`config.mk`:
```
export PLATFORM = sky130hd
export DESIGN_NAME = simd_acc
export DESIGN_NICKNAME = d
export VERILOG_FILES = /design/src/rtl/simd_pkg.sv /design/src/rtl/simd_lane_add.sv /design/src/rtl/simd_acc.sv
export SDC_FILE = /design/constraint.sdc
export NUM_CORES = 1
export LEC_CHECK = 0
export BUFFER_PORTS_ARGS = -buffer_cell sky130_fd_sc_hd__buf_2
export CORE_MARGIN = 2
export CORE_UTILIZATION = 50
export DETAILED_ROUTE_END_ITERATION = 8
export PLACE_DENSITY_LB_ADDON = 0.1
export SLEW_MARGIN = 30
export SYNTH_ARGS = -nofsm -noshare
export SYNTH_HDL_FRONTEND = slang
export SYNTH_SLANG_ARGS = --single-unit
```
`constraint.sdc`:
```
create_clock -name clk -period 23 [get_ports clk]
set_input_delay 3.45 -clock clk [delete_from_list [all_inputs] [get_ports clk]]
set_output_delay 3.45 -clock clk [all_outputs]
set_load 0.05 [all_outputs]
```
`src/rtl/simd_pkg.sv`:
```
// simd_pkg: lane-width encodings, FSM states and saturation limits for simd_acc
package simd_pkg;
  localparam logic [1:0] W8 = 2'b00;
  localparam logic [1:0] W16 = 2'b01;
  localparam logic [1:0] W32 = 2'b10;
  localparam logic [7:0] S8_MAX = 8'h7F;
  localparam logic [7:0] S8_MIN = 8'h80;
  localparam logic [15:0] S16_MAX = 16'h7FFF;
  localparam logic [15:0] S16_MIN = 16'h8000;
  localparam logic [31:0] S32_MAX = 32'h7FFF_FFFF;
  localparam logic [31:0] S32_MIN = 32'h8000_0000;
  typedef enum logic [1:0] {IDLE, ACC, DONE} state_t;
endpackage

```
`src/rtl/simd_lane_add.sv`:
```
// simd_lane_add: packed lane add with carry breaks, per-lane signed overflow and saturation
module simd_lane_add
  import simd_pkg::*;
(
  input  logic [31:0] a,
  input  logic [31:0] b,
  input  logic [1:0]  width,
  input  logic        sat,
  output logic [31:0] sum,
  output logic [3:0]  ovf
);
  logic w8, w32;
  logic [8:0] s0, s1, s2;
  logic [7:0] s3;
  logic [31:0] raw, lim;
  logic [3:0] bo, lane_ov;
  assign w8 = width == W8;
  assign w32 = !w8 && width != W16;
  // carries only cross byte boundaries that sit inside a lane
  assign s0 = {1'b0, a[7:0]} + {1'b0, b[7:0]};
  assign s1 = {1'b0, a[15:8]} + {1'b0, b[15:8]} + 9'(!w8 && s0[8]);
  assign s2 = {1'b0, a[23:16]} + {1'b0, b[23:16]} + 9'(w32 && s1[8]);
  assign s3 = a[31:24] + b[31:24] + 8'(!w8 && s2[8]);
  assign raw = {s3, s2[7:0], s1[7:0], s0[7:0]};
  assign lane_ov = w8 ? bo : w32 ? {4{bo[3]}} : {{2{bo[3]}}, {2{bo[1]}}};
  assign lim = w8 ? {a[31] ? S8_MIN : S8_MAX, a[23] ? S8_MIN : S8_MAX,
                     a[15] ? S8_MIN : S8_MAX, a[7] ? S8_MIN : S8_MAX}
             : w32 ? (a[31] ? S32_MIN : S32_MAX)
             : {a[31] ? S16_MIN : S16_MAX, a[15] ? S16_MIN : S16_MAX};
  assign ovf = w8 ? bo : w32 ? {3'b000, bo[3]} : {1'b0, bo[3], 1'b0, bo[1]};
  for (genvar i = 0; i < 4; i++) begin : g_byte
    assign bo[i] = (a[8*i+7] == b[8*i+7]) && (raw[8*i+7] != a[8*i+7]);
    assign sum[8*i+:8] = sat && lane_ov[i] ? lim[8*i+:8] : raw[8*i+:8];
  end
endmodule

```
`src/rtl/simd_acc.sv`:
```
// simd_acc: per-packet SIMD accumulator with lane modes, optional saturation and sticky overflow
module simd_acc
  import simd_pkg::*;
(
  input  logic        clk,
  input  logic        rst_n,
  input  logic        in_valid,
  output logic        in_ready,
  input  logic [31:0] in_data,
  input  logic        in_last,
  input  logic [1:0]  width,
  input  logic        saturate,
  output logic        out_valid,
  input  logic        out_ready,
  output logic [31:0] out_data,
  output logic [7:0]  out_count,
  output logic [3:0]  out_ovf
);
  state_t state, state_nx;
  logic [31:0] acc, sum;
  logic [7:0] count;
  logic [3:0] ovf, lane_ovf;
  logic [1:0] mode;
  logic sat_mode, accept;
  assign accept = in_valid && in_ready;
  simd_lane_add u_add (
    .a(acc), .b(in_data), .width(mode), .sat(sat_mode), .sum(sum), .ovf(lane_ovf)
  );
  always_ff @(posedge clk or negedge rst_n)
    if (!rst_n) state <= IDLE;
    else state <= state_nx;
  always_comb begin
    state_nx = state;
    case (state)
      IDLE: state_nx = accept ? (in_last ? DONE : ACC) : IDLE;
      ACC: state_nx = accept && in_last ? DONE : ACC;
      default: state_nx = out_ready ? IDLE : DONE;
    endcase
  end
  always_comb begin
    in_ready = state != DONE;
    out_valid = state == DONE;
  end
  // first beat of a packet reloads everything and freezes the lane mode
  always_ff @(posedge clk or negedge rst_n)
    if (!rst_n) begin
      acc <= '0;
      count <= '0;
      ovf <= '0;
      mode <= W8;
      sat_mode <= 1'b0;
    end else if (accept && state == IDLE) begin
      acc <= in_data;
      count <= 8'd1;
      ovf <= '0;
      mode <= width;
      sat_mode <= saturate;
    end else if (accept) begin
      acc <= sum;
      count <= count + 8'(count != 8'hFF);
      ovf <= ovf | lane_ovf;
    end
  assign out_data = acc;
  assign out_count = count;
  assign out_ovf = ovf;
endmodule

```
Word-level counts from Yosys, hierarchy flattened
Index checks and enable logic that the tools add are counted.
- bits of input ports: 40
- output and inout bits: 46
- logic and storage cells: 75
- bits in registers: 49
- equal/unequal tests: 13
- reduce and logical (&&, ||, !) cells: 19
- add/sub/neg operators: 8
- multiplexer cells: 28
- bitwise logic cells: 1
- operators with widths (kind ; count):
    32-bit two-way mux ; 5
    8-bit two-way mux ; 10
    16-bit two-way mux ; 2
    8-bit by 8-bit adder with 9-bit output ; 3
    9-bit by 1-bit adder with 9-bit output ; 2
    8-bit by 1-bit adder with 8-bit output ; 2
    1-bit logical AND ; 15
    4-bit two-way mux ; 3
    2-bit two-way mux ; 5
    8-bit adder ; 1
    8-bit != test (second input constant) ; 1
    3-bit two-way mux ; 2
    1-bit equality test ; 4
    2-bit logical NOT ; 2
    1-bit != test ; 4
    4-bit OR ; 1
    2-bit one-hot mux with 2 select lines ; 1
    2-bit by 1-bit equality test with 1-bit output (second input constant) ; 1
    2-bit equality test (second input constant) ; 1
    2-bit by 1-bit != test with 1-bit output (second input constant) ; 1
    2-bit != test (second input constant) ; 1
    2-bit nonzero test ; 1
    1-bit logical NOT ; 1

Longest topological paths before layout
- depth in word-level cells: 16
- depth in mapped cells: 35
- depth with buffers taken out: 35

Hierarchy
From an unflattened synthesis, not the netlist that was laid out.
- cell total of the unflattened synthesis: 460
- area total of the unflattened synthesis: 4307.9 µm²
- by module, submodules not included (module ; seq. area each (µm²) ; instances ; cells an instance ; area each (µm²)):
    simd_acc ; 1226.2 ; 1 ; 228 ; 2386.0
    simd_lane_add ; 0.0 ; 1 ; 232 ; 1921.8

Worst setup path before layout
Ideal clock, no wire load.
- path type: input to register
- from: in in_data[0]
- to: reg acc[0] (netlist: out_data[0])
- data required time: 22.880 ns
- data arrival time: 10.332 ns
- stages on the path: 34
- path buffers: 0
- slack: 12.548 ns
- cells stage by stage: ha_1 -> fa_1 -> a21o_1 -> a21oi_1 -> o21bai_1 -> a21oi_1 -> nor2b_1 -> o21ai_0 -> a21oi_1 -> fa_1 -> fa_1 -> a21o_1 -> a21o_1 -> a211oi_1 -> nor2_1 -> o21ai_0 -> a21oi_1 -> fa_1 -> fa_1 -> a21o_1 -> a21oi_1 -> o21bai_1 -> a21oi_1 -> o21bai_1 -> a21oi_1 -> nor2_1 -> fa_1 -> a211oi_1 -> o21ai_1 -> nand2_1 -> mux2i_1 -> a221o_2 -> a211o_1 -> and3_1
- longest elaborated chain between the ends: 15
- ends and longest elaborated chain (item ; line ; source):
    start: declaration ; simd_acc.sv:9 ; input logic [31:0] in_data,
    8-bit by 8-bit adder with 9-bit output ; simd_lane_add.sv:20 ; assign s0 = {1'b0, a[7:0]} + {1'b0, b[7:0]};
    1-bit logical AND ; simd_lane_add.sv:21 ; assign s1 = {1'b0, a[15:8]} + {1'b0, b[15:8]} + 9'(!w8 && s0[8]);
    9-bit by 1-bit adder with 9-bit output ; simd_lane_add.sv:21 ;
    1-bit logical AND ; simd_lane_add.sv:22 ; assign s2 = {1'b0, a[23:16]} + {1'b0, b[23:16]} + 9'(w32 && s1[8]);
    9-bit by 1-bit adder with 9-bit output ; simd_lane_add.sv:22 ;
    1-bit logical AND ; simd_lane_add.sv:23 ; assign s3 = a[31:24] + b[31:24] + 8'(!w8 && s2[8]);
    8-bit by 1-bit adder with 8-bit output ; simd_lane_add.sv:23 ;
    1-bit != test ; simd_lane_add.sv:32 ; assign bo[i] = (a[8*i+7] == b[8*i+7]) && (raw[8*i+7] != a[8*i+7]);
    1-bit logical AND ; simd_lane_add.sv:32 ;
    2-bit two-way mux ; simd_lane_add.sv:25 ; assign lane_ov = w8 ? bo : w32 ? {4{bo[3]}} : {{2{bo[3]}}, {2{bo[1]}}};
    3-bit two-way mux ; simd_lane_add.sv:25 ;
    1-bit logical AND ; simd_lane_add.sv:33 ; assign sum[8*i+:8] = sat && lane_ov[i] ? lim[8*i+:8] : raw[8*i+:8];
    8-bit two-way mux ; simd_lane_add.sv:33 ;
    32-bit two-way mux ; simd_acc.sv:58 ; end else if (accept) begin
    32-bit two-way mux (*) ; simd_acc.sv:52 ; end else if (accept && state == IDLE) begin
    end signal: assignment ; simd_acc.sv:53 ; acc <= in_data;
    end signal: assignment ; simd_acc.sv:59 ; acc <= sum;
    end: declaration ; simd_acc.sv:20 ; logic [31:0] acc, sum;
Mark *: on every way between the ends. The rest lies on a longest branch, timed or not. The select of a mux whose other input is x is not followed.
A chain may end at the register's enable or synchronous reset.

Worst setup path in the final report
- from: in in_data[0]
- to: reg acc[6] (netlist: out_data[6])
- longest elaborated chain between the ends: 15
- ends and longest elaborated chain (item ; line):
    8-bit by 8-bit adder with 9-bit output (*) ; simd_lane_add.sv:20
    1-bit logical AND ; simd_lane_add.sv:21
    9-bit by 1-bit adder with 9-bit output ; simd_lane_add.sv:21
    1-bit logical AND ; simd_lane_add.sv:22
    9-bit by 1-bit adder with 9-bit output ; simd_lane_add.sv:22
    1-bit logical AND ; simd_lane_add.sv:23
    8-bit by 1-bit adder with 8-bit output ; simd_lane_add.sv:23
    1-bit != test ; simd_lane_add.sv:32
    1-bit logical AND ; simd_lane_add.sv:32
    2-bit two-way mux ; simd_lane_add.sv:25
    3-bit two-way mux ; simd_lane_add.sv:25
    1-bit logical AND ; simd_lane_add.sv:33
    8-bit two-way mux (*) ; simd_lane_add.sv:33
    32-bit two-way mux (*) ; simd_acc.sv:58
    32-bit two-way mux (*) ; simd_acc.sv:52
Marked as above.

==> results.sh <==
export IMPL_peakVddDrop_mv=0.0664
export IMPL_seqCellArea_sq_mm=0.00123
export IMPL_cts_resized=0
export IMPL_grt_max_degree=50
export IMPL_synthTopCellsByCount="a21oi_1, dfrtp_1, o21ai_0"
export IMPL_synth_warnings=0
export IMPL_fin_skew_ns=0.00879
export IMPL_synth_compound_area_share_pct=31.2
export IMPL_ios=86
export IMPL_ff2ff_path_depth=34
export IMPL_port_buffers=85
export IMPL_yosys_area_top_type="dfrtp_1"
export IMPL_h_tree_depth=2
export IMPL_slowest_delay_ns=0.44
export IMPL_outcome="complete, no violations"
export IMPL_dr_total_vias=3571
export IMPL_p_leak_nw=2.05
export IMPL_place_congestion=0.858
export IMPL_synth_fa_ha_area_share_pct=13.6
export IMPL_holdBufCountCts=0
export IMPL_die_w_um=91.1
export IMPL_period_needed_ns=11.07
export IMPL_fmax_mhz=90.4
export IMPL_firstDrtPassIters=4
export IMPL_setup_viol_count_final=0
export IMPL_grt_pass1_vias=3399
export IMPL_grt_total_usage_pct=23.0
export IMPL_syn_nets=517
export IMPL_cts_clk_slew_worst_paths_ns=0.09
export IMPL_maxSlewViolCount=0
export IMPL_synth_main_ff_cell="dfrtp_1"
export IMPL_fillers=699
export IMPL_post_route_period_util_pct=48.1
export IMPL_postCtsSetupBuffers=0
export IMPL_cts_tree="done"
export IMPL_drc=0
export IMPL_area_delta_synth_final_pct=15.5
export IMPL_synth_top_family_by_area="compound AO/OA/AOI/OAI gates"
export IMPL_clk_path_buf_depth=2
export IMPL_maxCapViolCount=0
export IMPL_cp_slowest_cell="fa_1"
export IMPL_ys_ff_latch=49
export IMPL_hold_end="state[0]"
export IMPL_core_area_sq_mm=0.00729
export IMPL_drtIter0Drc=239
export IMPL_rsz0062_at_grt="false"
export IMPL_synth_area_top_cells="dfrtp_1, ha_1, a21oi_1"
export IMPL_cp_common_cell="a21oi_1"
export IMPL_startpoint_type="input pin"
export IMPL_synth_async_reset_ratio_pct=100
export IMPL_synth_area_sq_mm=0.00379
export IMPL_muxShareOfSynthArea_pct=1.06
export IMPL_totalWireLength_um=9410
export IMPL_place_area_sq_mm=0.00430
export IMPL_post_drt_wl_per_cell_um=15.3
export IMPL_synth_cell_types=54
export IMPL_numClockSinks=49
export IMPL_postLayoutCellArea_sq_mm=0.00438
export IMPL_grt_overflow=0
export IMPL_hold_depth=1
export IMPL_die_area_sq_mm=0.00830
export IMPL_reg2reg_slack_ns=14.79
export IMPL_worstPathRequired_ns=23.18
export IMPL_hold_viol_final=0
export IMPL_worstReg2RegStart="out_data[0]"
export IMPL_dp_hpwl_um=6830
export IMPL_hold_start="state[1]"
export IMPL_antenna_found_initial=0
export IMPL_cp_end_kind="register"
export IMPL_synth_seq_area_share_pct=32.3
export IMPL_drive_above_1_share_pct=20.3
export IMPL_powerDensity_mw_per_mm2=146
export IMPL_cts_root_buf="clkbuf_8"
export IMPL_cp_max_fo=7
export IMPL_finalSetupTns_ns=0
export IMPL_synth_edf_count=0
export IMPL_initial_core_util_pct=52.0
export IMPL_r2r_end="out_data[6]"
export IMPL_hold_class="register to register"
export IMPL_antenna_left=0
export IMPL_slew_headroom_pct=45.7
export IMPL_multiInputGateArea_sq_mm=0.00244
export IMPL_synth_simple_gate_area_share_pct=13.8
export IMPL_clock_latency_ns=0.31
export IMPL_syn_mean_instance_area_sq_um=8.62
export IMPL_crit_type="input pin to register"
export IMPL_rows=31
export IMPL_synth_top_area_share_pct=32.3
export IMPL_cts_buffers=5
export IMPL_vias_per_cell=5.81
export IMPL_grt_pass1_wl_um=15900
export IMPL_worst_pin_slew_ns=0.808
export IMPL_synth_cells=440
export IMPL_antenna_cells=0
export IMPL_arrival_ns=11.25
export IMPL_die_y_um=91.1
export IMPL_synth_xor_area_share_pct=4.85
export IMPL_nets=593
[worst max-delay path: cells and delay by family]
| kind | cells | cell delay (ns) |
|---|---|---|
| adder cells (fa/ha/maj) | 7 | 2.80 |
| buffers and inverters | 1 | 0.11 |
| multiplexers | 1 | 0.19 |
| AND/OR/NAND/NOR | 4 | 0.44 |
| AO/OA/AOI/OAI | 22 | 4.25 |
[layout by cell type (no fill, tap or decap), types with 8 or more instances in the layout]
master and count:
a211oi_1 8, a21o_1 13, a21oi_1 49, buf_2 85
dfrtp_1 49, ha_1 30, inv_1 14, nand2_1 37
nor2_1 38, nor3_1 8, o21ai_0 39, o22ai_1 16
xnor2_1 11, xor2_1 10
[logic make-up after synthesis]
logic type	after synthesis
DFF	49
AOI/OAI and AO/OA	181
muxes	4
adders and majority gates	37
buffers and inverters	33
and+or+nand+nor	115
xor gates and xnor gates	21
[metal layers]
layer,vias up,track usage (%),share of wire (%)
li1,1791,-,-
met3,9,3.82,4.4
met5,-,0,0
met1,1683,30.8,46
met4,0,4.80,1.1
met2,88,39.4,48
[worst max path at each step]
stage | from | endpoint | slack, ns | cells past startpoint
final | in_data[0] | out_data[6] | 11.93 | 35
after global routing | in_data[0] | out_data[14] | 11.20 | 35
after CTS | in_data[0] | out_data[20] | 11.89 | 35
after detailed placement | in_data[0] | out_data[6] | 11.58 | 35
after global placement | in_data[0] | out_data[6] | 11.73 | 35
after floorplan | in_data[0] | out_data[0] | 12.55 | 34
[area by class of cell]
class                   instances  share of cell area, %
well taps                      99                   2.83
flip-flops and latches         49                   28.0
clock buffers                   7                   1.97
inverters                      14                   1.20
multi-input cells             358                   55.8
repair buffers                 88                   10.2
[flip-flops by register name, summed over array words and instances (netlist names)]
signal and count:
out_count 8, sat_mode 1, out_data 32, mode 2, state 2, out_ovf 4
[stage by stage]
step / setup WS (ns) / hold WS [ns] / total power, W / cells / util [%]
3_3_place_gp: 11.73 / 0.487 / 0.000580 / 608 / 58.9
2_1_floorplan: 12.55 / 0.465 / 0.000493 / 440 / -
5_1_grt: 11.20 / 0.545 / 0.000692 / 615 / 60.1
4_1_cts: 11.89 / 0.517 / 0.000640 / 615 / 60.1
3_5_place_dp: 11.58 / 0.499 / 0.000584 / 608 / 58.9
6_report: 11.93 / 0.511 / 0.000638 / 615 / 60.1
[power breakdown]
part,switching (W),total [W],internal (W)
Combinational,0.000280,0.000428,0.000148
Clock,0.0000295,0.0000535,0.0000240
Sequential,0.0000373,0.000156,0.000119
(Power assumes the default switching activity.)
